==> src/rtl/ssd_pkg.sv <==
// Shared seven-segment definitions: hex segment table, blank pattern, clog2 helper.
package ssd_pkg;

   localparam logic [7:0] BLANK_CATHODES = 8'hFF;

   // Active-low {a,b,c,d,e,f,g} patterns, entry 15 first so HEX_SEG[n] decodes nibble n.
   localparam logic [15:0][6:0] HEX_SEG = {
      7'b0111000,  // F
      7'b0110000,  // E
      7'b1000010,  // d
      7'b0110001,  // C
      7'b1100000,  // b
      7'b0001000,  // A
      7'b0000100,  // 9
      7'b0000000,  // 8
      7'b0001111,  // 7
      7'b0100000,  // 6
      7'b0100100,  // 5
      7'b1001100,  // 4
      7'b0000110,  // 3
      7'b0010010,  // 2
      7'b1001111,  // 1
      7'b0000001   // 0
   };

   function automatic int unsigned clog2(input int unsigned n);
      int unsigned r;
      r = 0;
      for (int unsigned v = 1; v < n; v = v << 1) r++;
      return r;
   endfunction

endpackage

==> src/rtl/ssd_hex_decode.sv <==
// Combinational hex nibble + decimal point to active-low {Ca..Cg,Dp} pattern.
module ssd_hex_decode
   import ssd_pkg::*;
(
   input  logic [3:0] nibble,
   input  logic       dp,
   output logic [7:0] cathodes_c
);

   assign cathodes_c = {HEX_SEG[nibble], ~dp};

endmodule

==> src/rtl/ssd_scan_ctrl.sv <==
// Multiplexed seven-segment scan controller with blanking, PWM dimming, guard
// cycles and frame-aligned double-buffered digit loading.
module ssd_scan_ctrl
   import ssd_pkg::*;
#(
   parameter  int unsigned NUM_DIGITS    = 4,
   parameter  int unsigned SCAN_DIV_LOG2 = 18,
   parameter  int unsigned BRIGHT_BITS   = 4,
   parameter  int unsigned GUARD         = 16,
   localparam int unsigned IDX_W         = (clog2(NUM_DIGITS) < 1) ? 1 : clog2(NUM_DIGITS)
) (
   input  logic                    Clk,
   input  logic                    Reset,
   input  logic [4*NUM_DIGITS-1:0] Digits_In,
   input  logic [NUM_DIGITS-1:0]   Dp_In,
   input  logic                    Load,
   input  logic [NUM_DIGITS-1:0]   Digit_En,
   input  logic                    Blank_Lz,
   input  logic [BRIGHT_BITS-1:0]  Brightness,
   output logic [NUM_DIGITS-1:0]   An,
   output logic [7:0]              Cathodes,
   output logic [IDX_W-1:0]        Scan_Idx,
   output logic                    Frame_Done
);

   logic [SCAN_DIV_LOG2-1:0]     cnt_q, cnt_d;
   logic [IDX_W-1:0]             idx_q, idx_d;
   logic [NUM_DIGITS-1:0][3:0]   disp_dig_q, disp_dig_d;
   logic [NUM_DIGITS-1:0][3:0]   pend_dig_q, pend_dig_d;
   logic [NUM_DIGITS-1:0]        disp_dp_q, disp_dp_d;
   logic [NUM_DIGITS-1:0]        pend_dp_q, pend_dp_d;
   logic                         pend_valid_q, pend_valid_d;
   logic [NUM_DIGITS-1:0]        an_q, an_d;
   logic [7:0]                   cath_q, cath_d;
   logic [IDX_W-1:0]             scan_idx_q, scan_idx_d;
   logic                         frame_done_q, frame_done_d;

   logic                         slot_end_c;
   logic                         frame_end_c;
   logic                         an_on_c;
   logic [NUM_DIGITS-1:0]        lz_blank_c;
   logic [7:0]                   dec_cath_c;

   ssd_hex_decode u_dec (
      .nibble     (disp_dig_q[idx_q]),
      .dp         (disp_dp_q[idx_q]),
      .cathodes_c (dec_cath_c)
   );

   // Leading-zero blanking: a digit is blank when it and every higher digit are zero.
   always_comb begin
      logic zero_above;
      zero_above = 1'b1;
      lz_blank_c = '0;
      for (int d = NUM_DIGITS - 1; d >= 0; d--) begin
         zero_above    = zero_above && (disp_dig_q[d] == 4'h0);
         lz_blank_c[d] = Blank_Lz && zero_above && (d != 0);
      end
   end

   always_comb begin
      slot_end_c  = &cnt_q;
      frame_end_c = slot_end_c && (idx_q == IDX_W'(NUM_DIGITS - 1));

      cnt_d = cnt_q + SCAN_DIV_LOG2'(1);
      idx_d = idx_q;
      if (slot_end_c) idx_d = frame_end_c ? '0 : idx_q + IDX_W'(1);

      pend_dig_d   = pend_dig_q;
      pend_dp_d    = pend_dp_q;
      pend_valid_d = pend_valid_q;
      disp_dig_d   = disp_dig_q;
      disp_dp_d    = disp_dp_q;
      if (Load) begin
         pend_dig_d   = Digits_In;
         pend_dp_d    = Dp_In;
         pend_valid_d = 1'b1;
      end
      // Display only swaps at the frame boundary; a coincident Load bypasses pending.
      if (frame_end_c) begin
         if (Load) begin
            disp_dig_d = Digits_In;
            disp_dp_d  = Dp_In;
         end else if (pend_valid_q) begin
            disp_dig_d = pend_dig_q;
            disp_dp_d  = pend_dp_q;
         end
         pend_valid_d = 1'b0;
      end

      an_on_c = Digit_En[idx_q] && !lz_blank_c[idx_q]
                && (cnt_q >= SCAN_DIV_LOG2'(GUARD))
                && (cnt_q[SCAN_DIV_LOG2-1 -: BRIGHT_BITS] <= Brightness);
      an_d         = an_on_c ? ~(NUM_DIGITS'(1) << idx_q) : '1;
      cath_d       = an_on_c ? dec_cath_c : BLANK_CATHODES;
      scan_idx_d   = idx_q;
      frame_done_d = frame_end_c;
   end

   always_ff @(posedge Clk) begin
      if (!Reset) begin
         cnt_q        <= '0;
         idx_q        <= '0;
         disp_dig_q   <= '0;
         disp_dp_q    <= '0;
         pend_dig_q   <= '0;
         pend_dp_q    <= '0;
         pend_valid_q <= 1'b0;
         an_q         <= '1;
         cath_q       <= BLANK_CATHODES;
         scan_idx_q   <= '0;
         frame_done_q <= 1'b0;
      end else begin
         cnt_q        <= cnt_d;
         idx_q        <= idx_d;
         disp_dig_q   <= disp_dig_d;
         disp_dp_q    <= disp_dp_d;
         pend_dig_q   <= pend_dig_d;
         pend_dp_q    <= pend_dp_d;
         pend_valid_q <= pend_valid_d;
         an_q         <= an_d;
         cath_q       <= cath_d;
         scan_idx_q   <= scan_idx_d;
         frame_done_q <= frame_done_d;
      end
   end

   assign An         = an_q;
   assign Cathodes   = cath_q;
   assign Scan_Idx   = scan_idx_q;
   assign Frame_Done = frame_done_q;

endmodule

==> config.mk <==
export PLATFORM = sky130hd
export DESIGN_NAME = ssd_scan_ctrl
export DESIGN_NICKNAME = d
export VERILOG_FILES = /design/src/rtl/ssd_pkg.sv /design/src/rtl/ssd_hex_decode.sv /design/src/rtl/ssd_scan_ctrl.sv
export SDC_FILE = /design/constraint.sdc
export NUM_CORES = 1
export LEC_CHECK = 0
export BUFFER_PORTS_ARGS = -buffer_cell sky130_fd_sc_hd__buf_2
export CAP_MARGIN = 0
export CORE_ASPECT_RATIO = 2
export CORE_UTILIZATION = 30
export CTS_CLUSTER_SIZE = 12
export DETAILED_ROUTE_END_ITERATION = 8
export MAX_ROUTING_LAYER = met4
export PLACE_DENSITY = 0.48
export SYNTH_ARGS = -nofsm -noshare
export SYNTH_HDL_FRONTEND = slang
export SYNTH_HIERARCHICAL = 1
export SYNTH_SLANG_ARGS = --single-unit
==> constraint.sdc <==
create_clock -name Clk -period 3.2 [get_ports Clk]
set_input_delay 0.8 -clock Clk [delete_from_list [all_inputs] [get_ports Clk]]
set_output_delay 0.8 -clock Clk [all_outputs]
set_load 0.05 [all_outputs]
# Word level (Yosys, flattened, before mapping)

Memories as Yosys holds them, arrays and structs flattened. A register that Yosys moved wholly into a read port is not among the register bits.
Index checks and enable logic that the tools add are counted.

Mux-type cells: 14
Eq/ne operators: 1
Magnitude comparators: 4
Shift operators: 1
Reduce and logical (&&, ||, !) cells: 19
Add/sub/neg operators: 2
Bitwise logic cells: 3

Operators with widths:

| cell                    | count |
|---|---|
| $mux W16                | 2 |
| $add A18 B1 Y18 const B | 1 |
| $ge A18 B5 Y1 const B   | 1 |
| $reduce_and A18 Y1      | 1 |
| $logic_not A4 Y1        | 3 |
| $mux W4                 | 3 |
| $logic_and A1 B1 Y1     | 9 |
| $bmux W4 S2             | 1 |
| $mux W7                 | 1 |
| $bmux W1 S2             | 3 |
| $lt A4 B5 Y1 const B    | 1 |
| $le A4 B4 Y1            | 1 |
| $not A4 Y4              | 1 |
| $reduce_and A2 Y1       | 2 |
| $shl A1 B2 Y4 const A   | 1 |
| $lt A2 B3 Y1 const B    | 1 |
| $mux W1                 | 3 |
| $add A2 B1 Y2 const B   | 1 |
| $eq A2 B2 Y1 const B    | 1 |
| $logic_not A1 Y1        | 2 |
| $mux W2                 | 1 |
| $not A1 Y1              | 2 |
| $reduce_bool A2 Y1      | 1 |
| $reduce_or A2 Y1        | 1 |

Register bits: 76
Word-level logic and storage cells: 62
Output and inout bits: 15
ROM bits: 112
Input port bits: 32
Memories: 1

Memories:

| name             | depth | bits a word | rd ports | clocked after memory_dff | wr ports | line                 | source |
|---|---|---|---|---|---|---|---|
| (name not given) | 16    | 7           | 1        | 1                        | 0        | ssd_hex_decode.sv:10 | `assign cathodes_c = {HEX_SEG[nibble], ~dp};` |

# Logic depth before layout (Yosys ltp)

Depth in word-level cells: 12
Depth in mapped cells: 8
Gate-level depth less buffers: 7

# Modules after synthesis

The synthesis kept the hierarchy.

By module, submodules not included:

| module         | area an instance (µm²) | cells an instance | instances | seq. area each (µm²) |
|---|---|---|---|---|
| ssd_scan_ctrl  | 3360.7                 | 307               | 1         | 1521.5 |
| ssd_hex_decode | 277.8                  | 33                | 1         | 0.0 |

# Least setup slack after synthesis

OpenSTA, ideal clock, no wires.

Path kind: reg2reg
From: register idx_q[0]
To: register cath_q[4], in the netlist Cathodes[4]
Stages on the path, launching flop included: 8
Clock period less this slack: 2425 ps
Path buffers: 1
Setup slack: 775 ps
Data arrival time: 2287 ps
Setup time: 139 ps
Required time: 3061 ps
Cells stage by stage: dfxtp_1 -> buf_1 -> mux4_2 -> inv_1 -> ha_1 -> inv_1 -> mux4_2 -> nand4b_1

Longest elaborated chain between the ends: 8
Elaborated cells between the ends (all ways): 12
Classes of those cells: mux: 6; reduce/logical: 6

RTL lines:

| what                               | line                 | source |
|---|---|---|
| from (decl)                        | ssd_scan_ctrl.sv:27  | `logic [IDX_W-1:0] idx_q, idx_d;` |
| from (signal assigned)             | ssd_scan_ctrl.sv:115 | `idx_q <= idx_d;` |
| $bmux W1 S2                        | ssd_scan_ctrl.sv:91  | `an_on_c = Digit_En[idx_q] && !lz_blank_c[idx_q]` |
| $mux W1 (not written as such)      | ssd_scan_ctrl.sv:91  |  |
| $logic_not A1 Y1                   | ssd_scan_ctrl.sv:91  |  |
| $logic_and A1 B1 Y1                | ssd_scan_ctrl.sv:91  |  |
| $logic_and A1 B1 Y1                | ssd_scan_ctrl.sv:92  | `&& (cnt_q >= SCAN_DIV_LOG2'(GUARD))` |
| $logic_and A1 B1 Y1                | ssd_scan_ctrl.sv:93  | `&& (cnt_q[SCAN_DIV_LOG2-1 -: BRIGHT_BITS] <= Brightness);` |
| $reduce_and A2 Y1 (no source line) | --                   |  |
| $logic_not A1 Y1 (no source line)  | --                   |  |
| to (decl)                          | ssd_scan_ctrl.sv:34  | `logic [7:0] cath_q, cath_d;` |

Several ways; a longest one is shown, not always the timed one. The select of a mux whose other input is x is not followed.
A chain may end at the register's enable or synchronous reset.

# Final worst setup path

Same ends and word-level chain as after synthesis.

==> results.cfg <==
[outcome]
status = finished clean

[timing]
period_needed_ns = 2.390
fmax_mhz = 418.4
hold_viol = 0
clock_skew_ns = 0.006184
slew-limit-headroom_pct = 64.09
fin_crit_sh_pct = 74.69
worst_pin_slew_ns = 0.5346
rsz0062_at_grt = false
final_max_slew_viol_count = 0
fin_tns_setup_ns = 0
worst_slack_ns = 0.8100
setup_viol = 0

[logic_synthesis]
synth_cell_types = 43
synthArstFlopShare_pct = 0
synth.area.top_cells = dfxtp_1 42%, mux2_4 8.3%, mux2i_1 7.4%
syn_nets = 389
avgSynthCellArea_um2 = 10.70
synth_area_um2 = 3638
ys_seq_area_share_pct = 41.82
yosysTopAreaCell = dfxtp_1
synth_seq_cells = 76
ys_top_cells_by_count = 76 x dfxtp_1, 33 x and2_1, 27 x mux2i_1
synth_cells = 340
post-synth-top-area-fraction_pct = 41.82
synth_flop_cell = dfxtp_1
synthMostInstantiatedCell = dfxtp_1
synth_edf_count = 0
ys_warn_count = 6

[finish]
drive_gt1_share_pct = 25.13
area_delta_synth_final_pct = 17.47
diodes = 0
final_cells = 531
layout.nets = 431

[grt]
grt_util_all_layers_pct = 13.66
use_met3_pct = 2.767
gr-usage-met1_pct = 13.54
busiest_layer = met2
grt_pass1_wl_um = 12510
globalRouteMet2Util_pct = 25.11
grt_pass1_vias = 2549
antenna_found_initial = 0
gr-total-overflow = 0
grt_max_degree = 62

[pwr]
p_leak_nw = 1.826
p_per_area_nw_per_um2 = 479.0
ir_drop_mv = 0.3053
power.total_mw = 2.047

[hold_path]
hp-class = register to register

[cts]
clk_pin_slew_worst_paths_ns = 0.06
cts_root_buffer = clkbuf_16
ctsHoldBuffers = 0
cts.sinks = 76
cts_tree = built
cts_resized = 0
post_cts_buffers = 0
cts.path.max_buffers = 2
htreeDepth = 3
cts_buffers = 9
insertion_delay_ns = 0.33

[critical_path]
cp-start-kind = register
cp_max_fo = 10
worstSetupPathType = register to register
cp-end-kind = register
cp.required_ns = 3.39
path_cells = mux4_2, inv_1, ha_1, inv_1, mux4_2, nand4b_1
slowest_delay_ns = 0.65
cp_slowest_cell = mux4_2
cp_data_arrival_time_ns = 2.58

[detailed_routing]
drtPass1Iterations = 4
totalWireLength_um = 7660
vias_per_cell = 4.648
drc = 0
routedWlPerCell_um = 14.43
drt-initial-drc-count = 70
vias = 2468
ant_nets = 0

[floorplanning]
core_area_um2 = 11770
die_w_um = 79.87
ioPinCount = 47
fp-row-count = 56
start_util_pct = 30.91
dieArea_um2 = 12600
fp.dieH_um = 157.7

[placed_design]
gp_congestion = 0.7714
dp_cells = 516
post-dp-hpwl_um = 5656
portBuffers = 46
place_ws_ns = 0.7878

[flow_run]
cap_violations = 0
## placed cells by master (no fill, tap or decap), types with 6 or more instances in the layout
master | synthesis | routed
nor2_1 | 6 | 6
mux2_4 | 20 | 20
clkbuf_16 | 0 | 9
xnor2_1 | 9 | 9
nand4b_1 | 9 | 9
nand4_1 | 8 | 8
mux4_2 | 6 | 6
and2_1 | 33 | 33
nor2b_1 | 22 | 22
ha_1 | 17 | 17
inv_1 | 16 | 16
dfxtp_1 | 76 | 76
nand2_1 | 12 | 12
mux2i_1 | 27 | 27
o21ai_0 | 7 | 7
buf_2 | 1 | 46
## final cells by class
type                    instances  area (um^2)
fillers                      1207         7497
flip-flops and latches         76         1521
clock buffers                  13        250.2
inverters                      16        60.06
repair buffers                 51        267.8
clock inverters                 2        35.03
multi-input cells             228         1958
well taps                     145        181.4
## metrics by stage
stage | cell area (um^2) | hold slack [ns] | util [%]
final | 4274 | 0.4927 | 36.31
after floorplan | 3638 | 0.4445 | -
after global routing | 4274 | 0.5207 | 36.31
after global placement | 3989 | 0.4677 | 33.89
after CTS | 4274 | 0.4888 | 36.31
after detailed placement | 3989 | 0.4762 | 33.89
## cell families after synthesis
kind of cell	after synthesis	synth area share, %
AOI/OAI and AO/OA	23	4.402
xor gates and xnor gates	11	2.648
adders and majority gates	17	5.846
buffers and inverters	36	4.367
DFF	76	41.82
muxes	56	20.32
and+or+nand+nor	121	20.60
## path summary, 6_finish.rpt
check	startpoint	cells after the start	endpoint	slack [ns]
setup reg to reg	idx_q[0]	6	Cathodes[4]	0.81
setup / recovery	idx_q[0]	6	Cathodes[4]	0.81
hold / removal	cnt_q[0]	1	cnt_q[0]	0.49
hold reg to reg	cnt_q[0]	1	cnt_q[0]	0.49
## registers in the layout (all words and copies together), names as in the netlist
signal        flops
disp_dp_q         4
disp_dig_q       16
pend_valid_q      1
cnt_q            18
Frame_Done        1
Scan_Idx          2
idx_q             2
pend_dig_q       16
An                4
pend_dp_q         4
Cathodes          8
## worst max-delay path, delay by kind of cell (launching register included)
kind                       cells  cell delay [ns]
DFF                            1             0.59
buffers and inverters          2             0.22
muxes                          2             1.10
adders and majority gates      1             0.17
and+or+nand+nor                1             0.17
## per-layer routing
| metal | routed length [um] | share of wire (%) | vias up |
|---|---|---|---|
| met5 | 0 | 0 | - |
| met1 | 3100 | 40 | 1156 |
| met3 | 221 | 2.9 | 10 |
| met4 | 162 | 2.1 | 0 |
| met2 | 4175 | 55 | 36 |
| li1 | - | - | 1266 |
## power by group
| group | switching (mW) | internal, mW | leakage [nW] | total (mW) |
|---|---|---|---|---|
| sequential | 0.00729 | 0.966 | 0.618 | 0.973 |
| combinational | 0.0455 | 0.0426 | 1.07 | 0.0881 |
| clock | 0.366 | 0.620 | 0.140 | 0.986 |
| total | 0.419 | 1.63 | 1.83 | 2.05 |
Note: power is estimated with default switching activity, not from simulation.
